<file path="config.mk">
export PLATFORM = sky130hd
export DESIGN_NAME = fetch_ctrl
export DESIGN_NICKNAME = d
export VERILOG_FILES = /design/src/rtl/fetch_pkg.sv /design/src/rtl/fetch_skid.sv /design/src/rtl/fetch_ctrl.sv
export SDC_FILE = /design/constraint.sdc
export NUM_CORES = 1
export LEC_CHECK = 0
export BUFFER_PORTS_ARGS = -buffer_cell sky130_fd_sc_hd__buf_2
export CAP_MARGIN = 15
export CORE_ASPECT_RATIO = 2
export CORE_MARGIN = 5
export CORE_UTILIZATION = 49
export CTS_CLUSTER_SIZE = 10
export DETAILED_ROUTE_END_ITERATION = 12
export GPL_TIMING_DRIVEN = 0
export HOLD_SLACK_MARGIN = 0.03
export PLACE_DENSITY = 0.8
export SETUP_SLACK_MARGIN = 0.3
export SYNTH_ARGS = -nofsm -noshare
export SYNTH_HDL_FRONTEND = slang
export SYNTH_SLANG_ARGS = --single-unit
</file>
<file path="constraint.sdc">
create_clock -name clk -period 5.2 [get_ports clk]
set_clock_uncertainty 0.05 [all_clocks]
set_input_delay 0.78 -clock clk [delete_from_list [all_inputs] [get_ports clk]]
set_output_delay 0.78 -clock clk [all_outputs]
set_load 0.05 [all_outputs]
</file>
<file path="src/rtl/fetch_pkg.sv">
`default_nettype none
// ============================================================================
// Module   : fetch_pkg
// Desc     : Shared widths, JALR opcode and fetch state encoding
// Revision : 1.0 - initial release
// ============================================================================
package fetch_pkg;

    localparam int          PC_W     = 8;
    localparam int          INST_W   = 32;
    localparam logic [6:0]  OPC_JALR = 7'b1100111;

    typedef enum logic [0:0] {
        RUN  = 1'b0,
        HOLD = 1'b1
    } fetch_state_t;

    function automatic logic is_jalr(input logic [INST_W-1:0] inst);
        return inst[6:0] == OPC_JALR;
    endfunction

endpackage
`default_nettype wire

</file>
<file path="src/rtl/fetch_skid.sv">
`default_nettype none
// ============================================================================
// Module   : fetch_skid
// Desc     : One-entry skid register holding a stalled fetch response
// Revision : 1.0 - initial release
// ============================================================================
module fetch_skid
    import fetch_pkg::*;
(
    input  logic              clk,
    input  logic              rst,
    input  logic              i_capture,
    input  logic              i_drain,
    input  logic              i_flush,
    input  logic [INST_W-1:0] i_inst,
    input  logic [PC_W-1:0]   i_pc,
    input  logic              i_jump,
    output logic              o_valid,
    output logic [INST_W-1:0] o_inst,
    output logic [PC_W-1:0]   o_pc,
    output logic              o_jump
);

    logic              r_valid;
    logic [INST_W-1:0] r_inst;
    logic [PC_W-1:0]   r_pc;
    logic              r_jump;

    // Flush wins over capture so a redirect never leaves a stale entry behind.
    always_ff @(posedge clk) begin
        if (rst || i_flush) begin
            r_valid <= 1'b0;
        end else if (i_capture) begin
            r_valid <= 1'b1;
        end else if (i_drain) begin
            r_valid <= 1'b0;
        end
    end

    always_ff @(posedge clk) begin
        if (i_capture) begin
            r_inst <= i_inst;
            r_pc   <= i_pc;
            r_jump <= i_jump;
        end
    end

    assign o_valid = r_valid;
    assign o_inst  = r_inst;
    assign o_pc    = r_pc;
    assign o_jump  = r_jump;

endmodule
`default_nettype wire

</file>
<file path="src/rtl/fetch_ctrl.sv">
`default_nettype none
// ============================================================================
// Module   : fetch_ctrl
// Desc     : Instruction fetch sequencer for a 1-cycle BRAM with stall skid
// Config   : FETCH_JALR_HOLD_EN - stop fetching after a consumed JALR until
//            the next redirect
// Revision : 1.0 - initial release
// ============================================================================
module fetch_ctrl
    import fetch_pkg::*;
#(
    parameter logic [PC_W-1:0] RESET_PC = 8'h00
) (
    input  logic              clk,
    input  logic              rst,
    input  logic              stall,
    input  logic              redirect_valid,
    input  logic [PC_W-1:0]   redirect_pc,
    output logic [PC_W-1:0]   pc,
    input  logic [INST_W-1:0] inst,
    input  logic              is_jump,
    output logic [INST_W-1:0] inst_out,
    output logic [PC_W-1:0]   inst_pc,
    output logic              inst_valid
);

    fetch_state_t      r_state;
    fetch_state_t      w_state_nxt;
    logic              w_issue;
    logic [PC_W-1:0]   r_pc;
    logic              r_rd_valid;
    logic [PC_W-1:0]   r_rd_pc;

    logic              w_skid_valid;
    logic [INST_W-1:0] w_skid_inst;
    logic [PC_W-1:0]   w_skid_pc;
    logic              w_skid_jump;
    logic              w_skid_capture;
    logic              w_skid_drain;

    logic              w_pres_valid;
    logic              w_pres_jump;
    logic              w_consume;
    logic              w_hold_trigger;

    assign w_pres_valid = w_skid_valid | r_rd_valid;
    assign inst_out     = w_skid_valid ? w_skid_inst : inst;
    assign inst_pc      = w_skid_valid ? w_skid_pc   : r_rd_pc;
    assign w_pres_jump  = w_skid_valid ? w_skid_jump : is_jump;
    assign inst_valid   = w_pres_valid & ~redirect_valid & (r_state == RUN);
    assign w_consume    = inst_valid & ~stall;
    assign pc           = r_pc;

`ifdef FETCH_JALR_HOLD_EN
    assign w_hold_trigger = w_consume & w_pres_jump;
`else
    logic w_unused_jump;
    assign w_hold_trigger = 1'b0;
    assign w_unused_jump  = w_pres_jump;
`endif

    // The response read in a stalled cycle is parked; the BRAM read issued
    // alongside it is dropped and re-issued once the stall clears.
    assign w_skid_capture = r_rd_valid & stall & ~w_skid_valid & ~redirect_valid;
    assign w_skid_drain   = w_skid_valid & ~stall;

    fetch_skid u_skid (
        .clk       (clk),
        .rst       (rst),
        .i_capture (w_skid_capture),
        .i_drain   (w_skid_drain),
        .i_flush   (redirect_valid),
        .i_inst    (inst),
        .i_pc      (r_rd_pc),
        .i_jump    (is_jump),
        .o_valid   (w_skid_valid),
        .o_inst    (w_skid_inst),
        .o_pc      (w_skid_pc),
        .o_jump    (w_skid_jump)
    );

    always_ff @(posedge clk) begin
        if (rst) begin
            r_state <= RUN;
        end else begin
            r_state <= w_state_nxt;
        end
    end

    always_comb begin
        w_state_nxt = r_state;
        w_issue     = 1'b0;
        case (r_state)
            RUN: begin
                if (redirect_valid) begin
                    w_state_nxt = RUN;
                end else if (w_hold_trigger) begin
                    w_state_nxt = HOLD;
                end else if (!stall) begin
                    w_issue = 1'b1;
                end
            end
            HOLD: begin
                if (redirect_valid) begin
                    w_state_nxt = RUN;
                end
            end
            default: begin
                w_state_nxt = RUN;
            end
        endcase
    end

    always_ff @(posedge clk) begin
        if (rst) begin
            r_pc       <= RESET_PC;
            r_rd_valid <= 1'b0;
            r_rd_pc    <= RESET_PC;
        end else begin
            r_rd_valid <= w_issue;
            if (w_issue) begin
                r_rd_pc <= r_pc;
            end
            if (redirect_valid) begin
                r_pc <= redirect_pc;
            end else if (w_issue) begin
                r_pc <= r_pc + 1'b1;
            end
        end
    end

endmodule
`default_nettype wire

</file>
==> metrics, run 1 <==
result of the run completed; wire length after detailed routing 5710 um; # Max-Cap Violations 0; initial cell density of the core 50.9%; fin crit period approximately 2800 ps; data arrival time at the worst-slack endpoint around 2000 ps; # rows 36; area fraction of the dominant cell type after synthesis a little under 50%; cell accounting for the most synthesized area edfxtp_1; number of hold-slack violations in the final timing report 0; Post-Synthesis Cells between 150 and 200; depth of the CTS H-tree 3; crit path launch type register; clk_lat worst skew 330 ps; CTS tree yes; Worst VDD drop between 0.0002 and 0.0003 V; top_reg_cell synth edfxtp_1; leakage power 1.32 nW; CTS clock-pin slew for the worst setup and hold paths ~60 ps; yosys synthesis warning count 0; worst slew pin tran between 500 and 600 ps; CTS root buf clkbuf_8; post-layout total power between 0.001 and 0.0015 W; CP Class reg2out; achievable frequency about 360 MHz; endpoint kind of the worst setup timing path primary output; non-filler cells in the finished layout around 350; First DRT Iteration DRCs 24; share of the core filled with cells 67.3%; # port buffers a little over 90; largest net degree at the start of global routing 14; number of search-and-repair iterations in the first detailed-routing pass 4; fillers between 400 and 500; Final Hold Slack between 400 and 500 ps; number of endpoints failing setup at the final stage 0; number of buffers created by CTS 9; total half-perimeter wirelength after legalization and detailed placement 4540 um; placed cell count 335; overall routing resource usage around 18%; Layout Area Growth over Synthesis 32.0%; net count after synthesis 230; post-CTS setup buffer count 0; total gr overflow 0; number of global-route vias before repair 1,938; Mapped Area about 2500 um2; Async SR Flop Fraction 0%; layout net count around 340; Detail Route Antenna Nets 0; sinks on the clock net between 50 and 60; cts hold-fix bufs 0; die width between 60 and 70 um; RSZ-0062 raised after global routing false; synthesized area per cell 13.6 um2; Die H between 100 and 150 um; detail-routed net length per standard cell between 15 and 20 um; placer congestion estimate ~0.80; core area 4910 um2; CP max FO 10; area of the multi-input gates between 800 and 900 um2; count of flip-flops with a built-in enable after synthesis 40; n_diodes 0; residual DRC count 0; period utilisation layout 54.0%; io pins 94; vias post-DR 1,821; fraction of final layout cells sized beyond drive strength 1 between 50% and 60%; power density over the cells roughly 340 nW/um2; Worst EP required ~4400 ps; Fin Setup TNS 0 ps; number of max-slew violations in the final report 0; top post-synthesis cells by area edfxtp_1 (48%), mux2_2 (18%), dfxtp_1 (15%); DR vias/cell 5.19; flip-flop and latch area about 1600 um2; number of resized instances in the post-cts repair step 0; kind of path behind the tightest hold check reg2reg; slew margin rel. 63.6%; sequential element share of the synthesized area 63.2%; global-route wire length before repair around 9000 um; post-synth cell types 33; Max Buffers Root-to-Sink 2; post-synthesis sequential element count about 60; die area around 6700 um2; antenna violations before repair 0
## sequential cells by signal, summed over array words and instances (netlist names)
name / flops
pc: 8
u_skid.o_inst: 32
u_skid.o_pc: 8
r_state: 1
u_skid.o_valid: 1
r_rd_pc: 8
r_rd_valid: 1
## cell families after synthesis
group	Yosys count	share of synthesized area, %
flip-flops	59	63.2
AND/OR/NAND/NOR	43	8.80
multiplexers	40	18.0
AO/OA/AOI/OAI	24	6.20
buffers and inverters	15	2.55
XOR/XNOR	2	0.700
adder cells (fa/ha/maj)	1	0.500
## cells in the final DEF, fill, tap and decap left out, types with 2 or more instances in the layout
cell type  count
buf_2         91
mux2_2        40
edfxtp_1      40
dfxtp_1       19
nand2_1       18
clkbuf_8      11
clkbuf_1      10
a21oi_1        9
nor2_1         6
inv_1          4
buf_6          4
nand3_1        3
or3_1          3
a311oi_1       3
or4_1          3
clkbuf_16      3
nor3_2         2
o21ai_0        2
nor3b_1        2
a211oi_1       2
o211ai_1       2
## area by class of cell
cell class,count,share of cell area [%]
clock inverters,2,0.265
inverters,4,0.455
repair buffers,94,14.8
flip-flops and latches,59,47.9
clock buffers,14,6.86
plain buffers,11,1.48
multi-input cells,110,26.1
well taps,57,2.16
## metal layers
metal | vias to the layer above | track usage (%) | wire [um]
met4 | 0 | 8.25 | 90
met5 | - | 0 | 0
met2 | 50 | 34.5 | 3370
li1 | 901 | - | -
met3 | 8 | 5.13 | 318
met1 | 862 | 17.3 | 1930
## cells in the mapped netlist, types with 2 or more instances
master and number:
edfxtp_1 40, mux2_2 40, dfxtp_1 19, nand2_1 18, clkbuf_1 10, a21oi_1 9, nor2_1 6, inv_1 4
a311oi_1 3, nand3_1 3, or3_1 3, or4_1 3, a211oi_1 2, nor3_1 2, nor3b_1 2, o211ai_1 2
o21ai_0 2
## worst paths after layout
check | endpoint | depth (start not counted) | start | slack, ps
setup / recovery | inst_out[19] | 4 | u_skid.o_valid$_SDFFE_PP0P_ | 2390
hold / removal | u_skid.o_pc[5]$_DFFE_PP_ | 0 | r_rd_pc[5]$_SDFFE_PP0P_ | 410
setup reg to reg | u_skid.o_inst[24]$_DFFE_PP_ | 5 | u_skid.o_valid$_SDFFE_PP0P_ | 3220
hold reg to reg | u_skid.o_pc[5]$_DFFE_PP_ | 0 | r_rd_pc[5]$_SDFFE_PP0P_ | 410
## through the flow
step / setup WS, ps / cell area, um2
2_1_floorplan: 882 / 2500
3_3_place_gp: -323 / 3030
3_5_place_dp: 2700 / 3070
4_1_cts: 2320 / 3300
5_1_grt: 2230 / 3300
6_report: 2390 / 3300
## report_power, final
group	switching, W	internal [W]	total [W]
clock	0.000173	0.000284	0.000457
combinational	0.000114	0.0000480	0.000162
sequential	0.00000843	0.000511	0.000519
total	0.000295	0.000843	0.00114
## worst max-delay path, stage by stage (launching register included)
cell and delay (ps):
dfxtp_1 300, clkbuf_1 250, clkbuf_1 470, mux2_2 410, buf_2 210
Note: power is estimated with default switching activity, not from simulation.
==> inputs of run 2 (changes only) <==
clock period = 2.9 ns   (was 5.2 ns; I/O delays follow)
==> run 2 against run 1 <==
Global-route usage fell by 0.15 points; worst setup slack worse by 2000 ps; sequential share of layout area decreased by 0.16 points; largest cell class unchanged; largest power group unchanged; first-iteration DRC count rose by 140%; sequential power is 80% higher; design area up 0.34%.
==> metrics, run 2 (synthesis results as in run 1) <==
power density over the cells around 620 nW/um2; kind of path behind the tightest hold check in2reg; initial cell density of the core around half; non-filler cells in the finished layout 350; origin of the worst min-delay path inst[17]; wire length after detailed routing 5680 um; CTS clock-pin slew for the worst setup and hold paths about 70 ps; CTS root buf clkbuf_8; placer congestion estimate approximately 0.8; most common cell after layout, fill and taps aside buf_2; Fin Setup TNS 0 ps; Layout Area Growth over Synthesis 32.5%; fin crit period about 2500 ps; data arrival time at the worst-slack endpoint around 2000 ps; flip-flop count of the largest register after layout 32; number of buffers created by CTS 9; crit path launch type register; CTS tree yes; Worst EP required roughly 2400 ps; CP startpoint u_skid.o_valid$_SDFFE_PP0P_; result of the run completed; depth of the CTS H-tree 3; RSZ-0062 raised after global routing true; core area between 4000 and 5000 um2; n_diodes 0; top library cells by usage in the layout, fill and taps aside buf_2 (91), mux2_2 (40), edfxtp_1 (40); period utilisation layout 85.3%; vias post-DR between 1,500 and 2,000; number of search-and-repair iterations in the first detailed-routing pass 4; sinks on the clock net between 50 and 60; share of the core filled with cells about two thirds; clk_lat worst skew about 330 ps; DR vias/cell ~5.2; worst slew pin tran 561 ps; largest net degree at the start of global routing 18; number of hold-slack violations in the final timing report 0; placed cell count approximately 330; First DRT Iteration DRCs between 50 and 60; fillers slightly below 400; Final Hold Slack between 200 and 250 ps; antenna violations before repair 0; io pins 94; # port buffers 91; die area between 6000 and 7000 um2; detail-routed net length per standard cell around 16 um; post-CTS setup buffer count 0; layout net count roughly 330; flip-flop and latch area between 1500 and 2000 um2; die width ~60 um; Max Buffers Root-to-Sink 2; achievable frequency roughly 400 MHz; slew margin rel. around 62%; fraction of final layout cells sized beyond drive strength 1 52.6%; # Max-Cap Violations 0; global-route wire length before repair between 9000 and 10,000 um; CP max FO 10; residual DRC count 0; Worst VDD drop between 0.0004 and 0.0005 V; Detail Route Antenna Nets 0; # rows 36; Die H about 110 um; CP Class reg2out; number of max-slew violations in the final report 0; total half-perimeter wirelength after legalization and detailed placement approximately 4500 um; number of resized instances in the post-cts repair step 0; startpoint of the lowest-slack register-to-register path u_skid.o_valid$_SDFFE_PP0P_; total gr overflow 0; leakage power 1.33 nW; endpoint kind of the worst setup timing path primary output; overall routing resource usage roughly 18%; cts hold-fix bufs 0; area of the multi-input gates between 800 and 900 um2; number of global-route vias before repair between 1,500 and 2,000; number of endpoints failing setup at the final stage 0
## run 2: worst paths after layout
path	endpoint	slack, ps	depth (start not counted)
setup reg to reg	u_skid.o_inst[28]$_DFFE_PP_	990	4
hold / removal	u_skid.o_inst[17]$_DFFE_PP_	240	1
hold reg to reg	u_skid.o_pc[4]$_DFFE_PP_	400	0
setup / recovery	inst_out[15]	430	4
## run 2: report_power, final
part / internal (W) / leakage [nW] / total, W / switching, W
Combinational: 0.0000867 / 0.689 / 0.000291 / 0.000204
Clock: 0.000500 / 0.120 / 0.000823 / 0.000323
Sequential: 0.000916 / 0.517 / 0.000932 / 0.0000157
Total: 0.00150 / 1.33 / 0.00205 / 0.000543
## run 2: per-stage QoR
step / cell area (um2) / total power, W / worst slack, ps
3_5_place_dp: 3080 / 0.00124 / 686
3_3_place_gp: 3040 / 0.00123 / 163
2_1_floorplan: 2510 / 0.00115 / 377
4_1_cts: 3310 / 0.00207 / 302
6_report: 3310 / 0.00205 / 427
5_1_grt: 3310 / 0.00212 / 295
## run 2: cell type report
cell class	count	area share, %
Inverter	4	0.453
Buffer	11	1.55
Tap cell	57	2.15
Sequential cell	59	47.7
Clock inverter	5	1.66
Multi-Input combinational cell	110	26.2
Clock buffer	11	5.25
Timing Repair Buffer	93	15.0
## run 2: layer usage
| metal | share of wire, % | GRT usage [%] |
|---|---|---|
| met5 | 0 | 0 |
| met4 | 2.6 | 10.1 |
| met3 | 5.3 | 4.08 |
| met2 | 58 | 33.7 |
| met1 | 34 | 17.3 |
## run 2: worst max-delay path, stage by stage, from the launching register on
cell and delay (ps):
dfxtp_1 310, clkbuf_1 270, clkbuf_1 450, mux2_2 410, buf_2 210
